$ cat config.mk
export PLATFORM = sky130hd
export DESIGN_NAME = multicycle_control_flat
export DESIGN_NICKNAME = d
export VERILOG_FILES = /design/src/rtl/mc_ctrl_pkg.sv /design/src/rtl/multicycle_control_if.sv /design/src/rtl/multicycle_control_alu_decoder.sv /design/src/rtl/multicycle_control.sv /design/src/flat_wrapper.sv
export SDC_FILE = /design/constraint.sdc
export NUM_CORES = 1
export LEC_CHECK = 0
export ABC_AREA = 1
export BUFFER_PORTS_ARGS = -buffer_cell sky130_fd_sc_hd__buf_2
export CAP_MARGIN = 20
export CORE_MARGIN = 2
export CORE_UTILIZATION = 39
export CTS_BUF_LIST = sky130_fd_sc_hd__clkbuf_8 sky130_fd_sc_hd__clkbuf_16
export DETAILED_ROUTE_END_ITERATION = 16
export PLACE_DENSITY = 0.78
export SLEW_MARGIN = 20
export SYNTH_ARGS = -nofsm -noshare
export SYNTH_HDL_FRONTEND = slang
export SYNTH_HIERARCHICAL = 1
export SYNTH_SLANG_ARGS = --single-unit
$ cat constraint.sdc
create_clock -name CLK -period 2 [get_ports CLK]
set_clock_uncertainty 0.2 [all_clocks]
set_input_delay 0.4 -clock CLK [delete_from_list [all_inputs] [get_ports CLK]]
set_output_delay 0.4 -clock CLK [all_outputs]
set_load 0.01 [all_outputs]
$ cat src/rtl/mc_ctrl_pkg.sv
// Shared definitions for the multicycle MIPS controller: state encodings, opcode/funct
// constants, ALUOp and ALUControl codes. Reused by the datapath and the bench.
package mc_ctrl_pkg;

    typedef enum logic [3:0] {
        S_FETCH    = 4'd0,
        S_DECODE   = 4'd1,
        S_MEMADR   = 4'd2,
        S_MEMREAD  = 4'd3,
        S_MEMWB    = 4'd4,
        S_MEMWRITE = 4'd5,
        S_EXECUTE  = 4'd6,
        S_ALUWB    = 4'd7,
        S_BRANCH   = 4'd8,
        S_JUMP     = 4'd9,
        S_ADDIEX   = 4'd10,
        S_ADDIWB   = 4'd11
    } state_t;

    localparam logic [5:0] OP_RTYPE = 6'b000000;
    localparam logic [5:0] OP_LW    = 6'b100011;
    localparam logic [5:0] OP_SW    = 6'b101011;
    localparam logic [5:0] OP_BEQ   = 6'b000100;
    localparam logic [5:0] OP_J     = 6'b000010;
    localparam logic [5:0] OP_ADDI  = 6'b001000;

    localparam logic [5:0] FN_ADD = 6'b100000;
    localparam logic [5:0] FN_SUB = 6'b100010;
    localparam logic [5:0] FN_AND = 6'b100100;
    localparam logic [5:0] FN_OR  = 6'b100101;
    localparam logic [5:0] FN_SLT = 6'b101010;

    typedef enum logic [1:0] {
        ALUOP_ADD   = 2'b00,
        ALUOP_SUB   = 2'b01,
        ALUOP_FUNCT = 2'b10
    } aluop_t;

    localparam logic [2:0] ALUCTL_ADD = 3'b010;
    localparam logic [2:0] ALUCTL_SUB = 3'b110;
    localparam logic [2:0] ALUCTL_AND = 3'b000;
    localparam logic [2:0] ALUCTL_OR  = 3'b001;
    localparam logic [2:0] ALUCTL_SLT = 3'b111;

endpackage

$ cat src/rtl/multicycle_control_if.sv
// Controller <-> datapath bundle. The controller uses the slave modport, the datapath the master.
interface multicycle_control_if #(
    parameter int STW = 4
);
    logic [5:0]     Opcode;
    logic [5:0]     Funct;
    logic           Zero;
    logic           MemReady;
    logic           IorD;
    logic           MemWrite;
    logic           IRWrite;
    logic           RegDst;
    logic           MemtoReg;
    logic           RegWrite;
    logic           ALUSrcA;
    logic [1:0]     ALUSrcB;
    logic [1:0]     PCSrc;
    logic           PCEn;
    logic [2:0]     ALUControl;
    logic           IllegalOp;
    logic [STW-1:0] State;

    modport slave (
        input  Opcode, Funct, Zero, MemReady,
        output IorD, MemWrite, IRWrite, RegDst, MemtoReg, RegWrite, ALUSrcA,
               ALUSrcB, PCSrc, PCEn, ALUControl, IllegalOp, State
    );

    modport master (
        output Opcode, Funct, Zero, MemReady,
        input  IorD, MemWrite, IRWrite, RegDst, MemtoReg, RegWrite, ALUSrcA,
               ALUSrcB, PCSrc, PCEn, ALUControl, IllegalOp, State
    );
endinterface

$ cat src/rtl/multicycle_control_alu_decoder.sv
// ALU decoder: maps ALUOp and Funct to the 3-bit ALUControl code. Unknown Funct falls back to add.
module alu_decoder
    import mc_ctrl_pkg::*;
(
    input  aluop_t      aluop,
    input  logic [5:0]  funct,
    output logic [2:0]  alu_control
);
    always_comb begin
        alu_control = ALUCTL_ADD;
        case (aluop)
            ALUOP_SUB: alu_control = ALUCTL_SUB;
            ALUOP_FUNCT: begin
                case (funct)
                    FN_ADD:  alu_control = ALUCTL_ADD;
                    FN_SUB:  alu_control = ALUCTL_SUB;
                    FN_AND:  alu_control = ALUCTL_AND;
                    FN_OR:   alu_control = ALUCTL_OR;
                    FN_SLT:  alu_control = ALUCTL_SLT;
                    default: alu_control = ALUCTL_ADD;
                endcase
            end
            default: alu_control = ALUCTL_ADD;
        endcase
    end
endmodule

$ cat src/rtl/multicycle_control.sv
// Multicycle MIPS main controller (Moore FSM + PC enable + ALU decode).
// Optional ADDI support is built when MC_CTRL_ADDI_EN is defined.
module multicycle_control
    import mc_ctrl_pkg::*;
#(
    parameter int STW = 4
)(
    input  logic CLK,
    input  logic Reset,
    multicycle_control_if.slave bus
);
    logic [STW-1:0] state_reg;
    state_t         state_cur;
    state_t         state_next;
    logic           state_ext_ok;

    logic   iord, mem_write, ir_write, reg_dst, memto_reg, reg_write, alu_src_a;
    logic   pc_write, branch, illegal_op;
    logic [1:0] alu_src_b, pc_src;
    aluop_t aluop;
    logic [2:0] alu_control;

    // Any set bit above the 4-bit encoding marks an unreachable state.
    generate
        if (STW > 4) begin : g_wide
            assign state_ext_ok = ~|state_reg[STW-1:4];
        end else begin : g_narrow
            assign state_ext_ok = 1'b1;
        end
    endgenerate

    assign state_cur = state_t'(state_reg[3:0]);

    always_ff @(posedge CLK or negedge Reset) begin
        if (!Reset) begin
            state_reg <= STW'(S_FETCH);
        end else begin
            state_reg <= STW'(state_next);
        end
    end

    always_comb begin
        state_next = S_FETCH;
        iord       = 1'b0;
        mem_write  = 1'b0;
        ir_write   = 1'b0;
        reg_dst    = 1'b0;
        memto_reg  = 1'b0;
        reg_write  = 1'b0;
        alu_src_a  = 1'b0;
        alu_src_b  = 2'b00;
        pc_src     = 2'b00;
        pc_write   = 1'b0;
        branch     = 1'b0;
        aluop      = ALUOP_ADD;
        illegal_op = 1'b0;
        if (state_ext_ok) begin
            case (state_cur)
                S_FETCH: begin
                    alu_src_b  = 2'b01;
                    ir_write   = bus.MemReady;
                    pc_write   = bus.MemReady;
                    state_next = bus.MemReady ? S_DECODE : S_FETCH;
                end
                S_DECODE: begin
                    // Branch target computed here while the opcode is decoded.
                    alu_src_b = 2'b11;
                    case (bus.Opcode)
                        OP_LW, OP_SW: state_next = S_MEMADR;
                        OP_RTYPE:     state_next = S_EXECUTE;
                        OP_BEQ:       state_next = S_BRANCH;
                        OP_J:         state_next = S_JUMP;
`ifdef MC_CTRL_ADDI_EN
                        OP_ADDI:      state_next = S_ADDIEX;
`endif
                        default: begin
                            illegal_op = 1'b1;
                            state_next = S_FETCH;
                        end
                    endcase
                end
                S_MEMADR: begin
                    alu_src_a = 1'b1;
                    alu_src_b = 2'b10;
                    if (bus.Opcode == OP_LW) begin
                        state_next = S_MEMREAD;
                    end else if (bus.Opcode == OP_SW) begin
                        state_next = S_MEMWRITE;
                    end
                end
                S_MEMREAD: begin
                    iord       = 1'b1;
                    state_next = bus.MemReady ? S_MEMWB : S_MEMREAD;
                end
                S_MEMWB: begin
                    memto_reg = 1'b1;
                    reg_write = 1'b1;
                end
                S_MEMWRITE: begin
                    iord      = 1'b1;
                    mem_write = 1'b1;
                end
                S_EXECUTE: begin
                    alu_src_a  = 1'b1;
                    aluop      = ALUOP_FUNCT;
                    state_next = S_ALUWB;
                end
                S_ALUWB: begin
                    reg_dst   = 1'b1;
                    reg_write = 1'b1;
                end
                S_BRANCH: begin
                    alu_src_a = 1'b1;
                    aluop     = ALUOP_SUB;
                    pc_src    = 2'b01;
                    branch    = 1'b1;
                end
                S_JUMP: begin
                    pc_src   = 2'b10;
                    pc_write = 1'b1;
                end
`ifdef MC_CTRL_ADDI_EN
                S_ADDIEX: begin
                    alu_src_a  = 1'b1;
                    alu_src_b  = 2'b10;
                    state_next = S_ADDIWB;
                end
                S_ADDIWB: begin
                    reg_write = 1'b1;
                end
`endif
                default: state_next = S_FETCH;
            endcase
        end
    end

    alu_decoder u_alu_decoder (
        .aluop       (aluop),
        .funct       (bus.Funct),
        .alu_control (alu_control)
    );

    // Write strobes are gated by reset so nothing commits while it is held low.
    assign bus.IorD       = iord;
    assign bus.MemWrite   = Reset & mem_write;
    assign bus.IRWrite    = Reset & ir_write;
    assign bus.RegDst     = reg_dst;
    assign bus.MemtoReg   = memto_reg;
    assign bus.RegWrite   = Reset & reg_write;
    assign bus.ALUSrcA    = alu_src_a;
    assign bus.ALUSrcB    = alu_src_b;
    assign bus.PCSrc      = pc_src;
    assign bus.PCEn       = Reset & (pc_write | (branch & bus.Zero));
    assign bus.ALUControl = alu_control;
    assign bus.IllegalOp  = illegal_op;
    assign bus.State      = state_reg;

endmodule
$ cat src/flat_wrapper.sv
// flat-port wrapper written by rule: the top's interface ports become plain ports
module multicycle_control_flat import mc_ctrl_pkg::*;
#(
    parameter int STW = 4
)
  (CLK, Reset, bus_Opcode, bus_Funct, bus_Zero, bus_MemReady, bus_IorD, bus_MemWrite, bus_IRWrite, bus_RegDst, bus_MemtoReg, bus_RegWrite, bus_ALUSrcA, bus_ALUSrcB, bus_PCSrc, bus_PCEn, bus_ALUControl, bus_IllegalOp, bus_State);
  multicycle_control_if #(.STW(STW)) bus_i ();
  input  logic CLK;
  input  logic Reset;
  input wire logic [$bits(bus_i.Opcode)-1:0] bus_Opcode;
  input wire logic [$bits(bus_i.Funct)-1:0] bus_Funct;
  input wire logic [$bits(bus_i.Zero)-1:0] bus_Zero;
  input wire logic [$bits(bus_i.MemReady)-1:0] bus_MemReady;
  output wire logic [$bits(bus_i.IorD)-1:0] bus_IorD;
  output wire logic [$bits(bus_i.MemWrite)-1:0] bus_MemWrite;
  output wire logic [$bits(bus_i.IRWrite)-1:0] bus_IRWrite;
  output wire logic [$bits(bus_i.RegDst)-1:0] bus_RegDst;
  output wire logic [$bits(bus_i.MemtoReg)-1:0] bus_MemtoReg;
  output wire logic [$bits(bus_i.RegWrite)-1:0] bus_RegWrite;
  output wire logic [$bits(bus_i.ALUSrcA)-1:0] bus_ALUSrcA;
  output wire logic [$bits(bus_i.ALUSrcB)-1:0] bus_ALUSrcB;
  output wire logic [$bits(bus_i.PCSrc)-1:0] bus_PCSrc;
  output wire logic [$bits(bus_i.PCEn)-1:0] bus_PCEn;
  output wire logic [$bits(bus_i.ALUControl)-1:0] bus_ALUControl;
  output wire logic [$bits(bus_i.IllegalOp)-1:0] bus_IllegalOp;
  output wire logic [$bits(bus_i.State)-1:0] bus_State;
  assign bus_i.Opcode = bus_Opcode;
  assign bus_i.Funct = bus_Funct;
  assign bus_i.Zero = bus_Zero;
  assign bus_i.MemReady = bus_MemReady;
  assign bus_IorD = bus_i.IorD;
  assign bus_MemWrite = bus_i.MemWrite;
  assign bus_IRWrite = bus_i.IRWrite;
  assign bus_RegDst = bus_i.RegDst;
  assign bus_MemtoReg = bus_i.MemtoReg;
  assign bus_RegWrite = bus_i.RegWrite;
  assign bus_ALUSrcA = bus_i.ALUSrcA;
  assign bus_ALUSrcB = bus_i.ALUSrcB;
  assign bus_PCSrc = bus_i.PCSrc;
  assign bus_PCEn = bus_i.PCEn;
  assign bus_ALUControl = bus_i.ALUControl;
  assign bus_IllegalOp = bus_i.IllegalOp;
  assign bus_State = bus_i.State;
  multicycle_control #(.STW(STW)) u_core (.CLK(CLK), .Reset(Reset), .bus(bus_i));
endmodule
==> impl_metrics.json <==
{
  "status": "finished, violations left",
  "violations": "negative setup slack",
  "drt_iter0_drc": 23,
  "largest_reg_flops": 4,
  "final_util": 0.774,
  "die_area_mm2": 0.00202,
  "synth_largest_area_cell": "inv_1",
  "power.density_mw_per_mm2": 336,
  "wl_per_cell_um": 12.6,
  "worst_slew_pin_slew_ps": 211,
  "core_area_mm2": 0.00154,
  "die_height_um": 44.9,
  "criticalPathCategory": "reg -> out",
  "grt_usage": 0.250,
  "crit_path_cell_trace": "inv_2, nand2_2, inv_2, nand2_2, inv_2, ha_4, or2_1, a21oi_2, buf_2",
  "synth-edff-count": 0,
  "yosys.cell_types.count": 15,
  "crit_top_cell": "inv_2",
  "relSlewSlack": 0.859,
  "syn2layout_area_growth_pct": 82.8,
  "r2r_start": "u_core/bus.State[2]",
  "cp_max_fo": 3,
  "setup_slack_ps": -275,
  "routed_wl_um": 2600,
  "synth_nets": 146,
  "min_period_ps": 2280,
  "layout-drive-gt1-share": 0.553,
  "cts-root-buf": "clkbuf_8",
  "hold_class": "in -> reg",
  "netlist_top_cells_area": "inv_1, nand2_1, nor2_1, dfrtp_1, nand3_1",
  "dieWidth_um": 44.9,
  "cp.arrival_ps": 1680,
  "peakVddDrop_uv": 309,
  "p_switching_uw": 127,
  "async_flop_share": 1.00,
  "holdPathEnd": "u_core/bus.State[2]",
  "grt_max_degree": 5,
  "finalSetupViolations": 9,
  "p_leak_uw": 0.000734,
  "antenna_cells": 0,
  "min_from": "bus_Opcode[3]",
  "swShare": 0.317,
  "netlist_instances": 128,
  "slowest_stage": "dfrtp_2",
  "yosysMostFrequentCell": "inv_1",
  "finalCritPeriodShare": 1.14,
  "combinationalPowerShare": 0.345,
  "ys_seq_area_frac": 0.153,
  "reg2reg_depth": 8,
  "synth_common_cells": "inv_1, nand2_1, nor2_1",
  "hold_violations": 0,
  "drtPass1Iterations": 4,
  "ys.flop_type": "dfrtp_1",
  "grt_pass1_vias": 861,
  "hold_ws_ps": 224,
  "cts_made_buffers": 3,
  "hpwlAfterDp_um": 1570,
  "holdPathStages": 3,
  "clockBufferDepth": 2,
  "nets": 210,
  "cts_sinks": 4,
  "synth_top_area_frac": 0.178,
  "via_per_inst": 4.99,
  "final_antenna_net_count": 0,
  "crit_family": "flip-flops",
  "cts_tree": "yes",
  "netlist_area_um2": 653,
  "path_buf_inv": 4,
  "portBuffers": 35,
  "crit_start": "u_core/bus.State[0]",
  "row_count": 14,
  "p_seq_frac": 0.223,
  "grt_pass1_wl_um": 3560,
  "ios": 36,
  "slew_viol_final": 0,
  "rrSetupSlack_ps": 330,
  "synth.avg_cell_area_um2": 5.10,
  "clock.fmax_ghz": 0.439,
  "reg2reg_to": "u_core/bus.State[1]",
  "p_int_uw": 274,
  "drc": 0,
  "vias": 1028,
  "clkTransAtPathRegs_ps": 30,
  "ys_ff_latch": 4,
  "gr-total-overflow": 0,
  "max_stage_delay_ps": 430,
  "clkPwrFrac": 0.432,
  "gp_congestion": 0.833,
  "clkLatencyLatePin_ps": 220,
  "required_ps": 1400,
  "yosysWarnings": 6,
  "antenna_found_initial": 0,
  "setup_tns_ps": -1230,
  "cap_violations": 0,
  "htreeDepth": 1,
  "cp-start-kind": "flip-flop",
  "cp-end-kind": "output port",
  "start_util": 0.424,
  "rsz0062_at_grt": "true"
}
## kinds of logic (layout without fill, tap and decap cells)
| family | Yosys count | in the layout | synth area share |
|---|---|---|---|
| flops | 4 | 4 | 0.153 |
| fa+ha+maj | 2 | 2 | 0.0383 |
| simple gates | 83 | 83 | 0.575 |
| compound gates | 5 | 5 | 0.0383 |
| buf+inv | 34 | 96 | 0.195 |
## stage by stage
stage,setup WS (ps),total power [µW],std cells,area [µm²]
2_1_floorplan,22.4,144,128,684
3_3_place_gp,1.25,192,191,970
3_5_place_dp,-28.1,196,191,970
4_1_cts,-183,385,206,1130
5_1_grt,-334,425,206,1190
6_report,-275,401,206,1190
## area by class of cell
class	instances	area, µm²
clock buffer	3	41.3
fill	113	348
inverter	34	135
tap	16	20.0
timing repair buffer	59	380
sequential	4	105
multi-input combinational	90	512
## repair_timing
action / in CTS / in global routing
endpoints found under the setup margin: 5 / 9
pin swaps: 8 / 16
gates resized for setup: 15 / 21
hold endpoints to repair: 4 / 0
hold buffers: 1 / 0
buffers inserted: 11 / 4
## cell usage in the layout, fill, tap and decap left out, drive strengths merged
| cell type | instances |
|---|---|
| buf | 58 |
| nor2 | 37 |
| inv | 34 |
| nand2 | 29 |
| nand3 | 15 |
| dfrtp | 4 |
| clkbuf | 3 |
| a21oi | 3 |
| o21ai | 2 |
| ha | 2 |
| nand4 | 1 |
| dlygate4sd3 | 1 |
| or2 | 1 |
## worst min-delay path, stage by stage
cell and delay [ps]:
buf_2 100, nand2_1 50, nand2_1 60
## how the worst max path moves through the flow
| stage | end | depth (start not counted) |
|---|---|---|
| after floorplan | bus_ALUControl[0] | 6 |
| after global placement | bus_ALUControl[0] | 9 |
| after detailed placement | bus_ALUControl[0] | 9 |
| after CTS | bus_ALUControl[0] | 8 |
| after global routing | bus_ALUControl[1] | 12 |
| final | bus_ALUControl[0] | 9 |
## per-layer routing
metal | vias up | share of wire | track usage
met4 | 0 | 0.037 | 0.171
li1 | 503 | - | -
met2 | 49 | 0.52 | 0.414
met5 | - | 0 | 0
met3 | 10 | 0.060 | 0.0360
met1 | 466 | 0.38 | 0.295
## power groups by stage
stage	registers, µW	logic (µW)	clock network, µW
final	89.5	138	173
after global routing	89.7	150	185
after CTS	88.3	124	173
after detailed placement	89.5	107	0
after global placement	89.2	102	0
after floorplan	91.2	52.5	0
No activity file was read; power rests on OpenSTA's default activity.
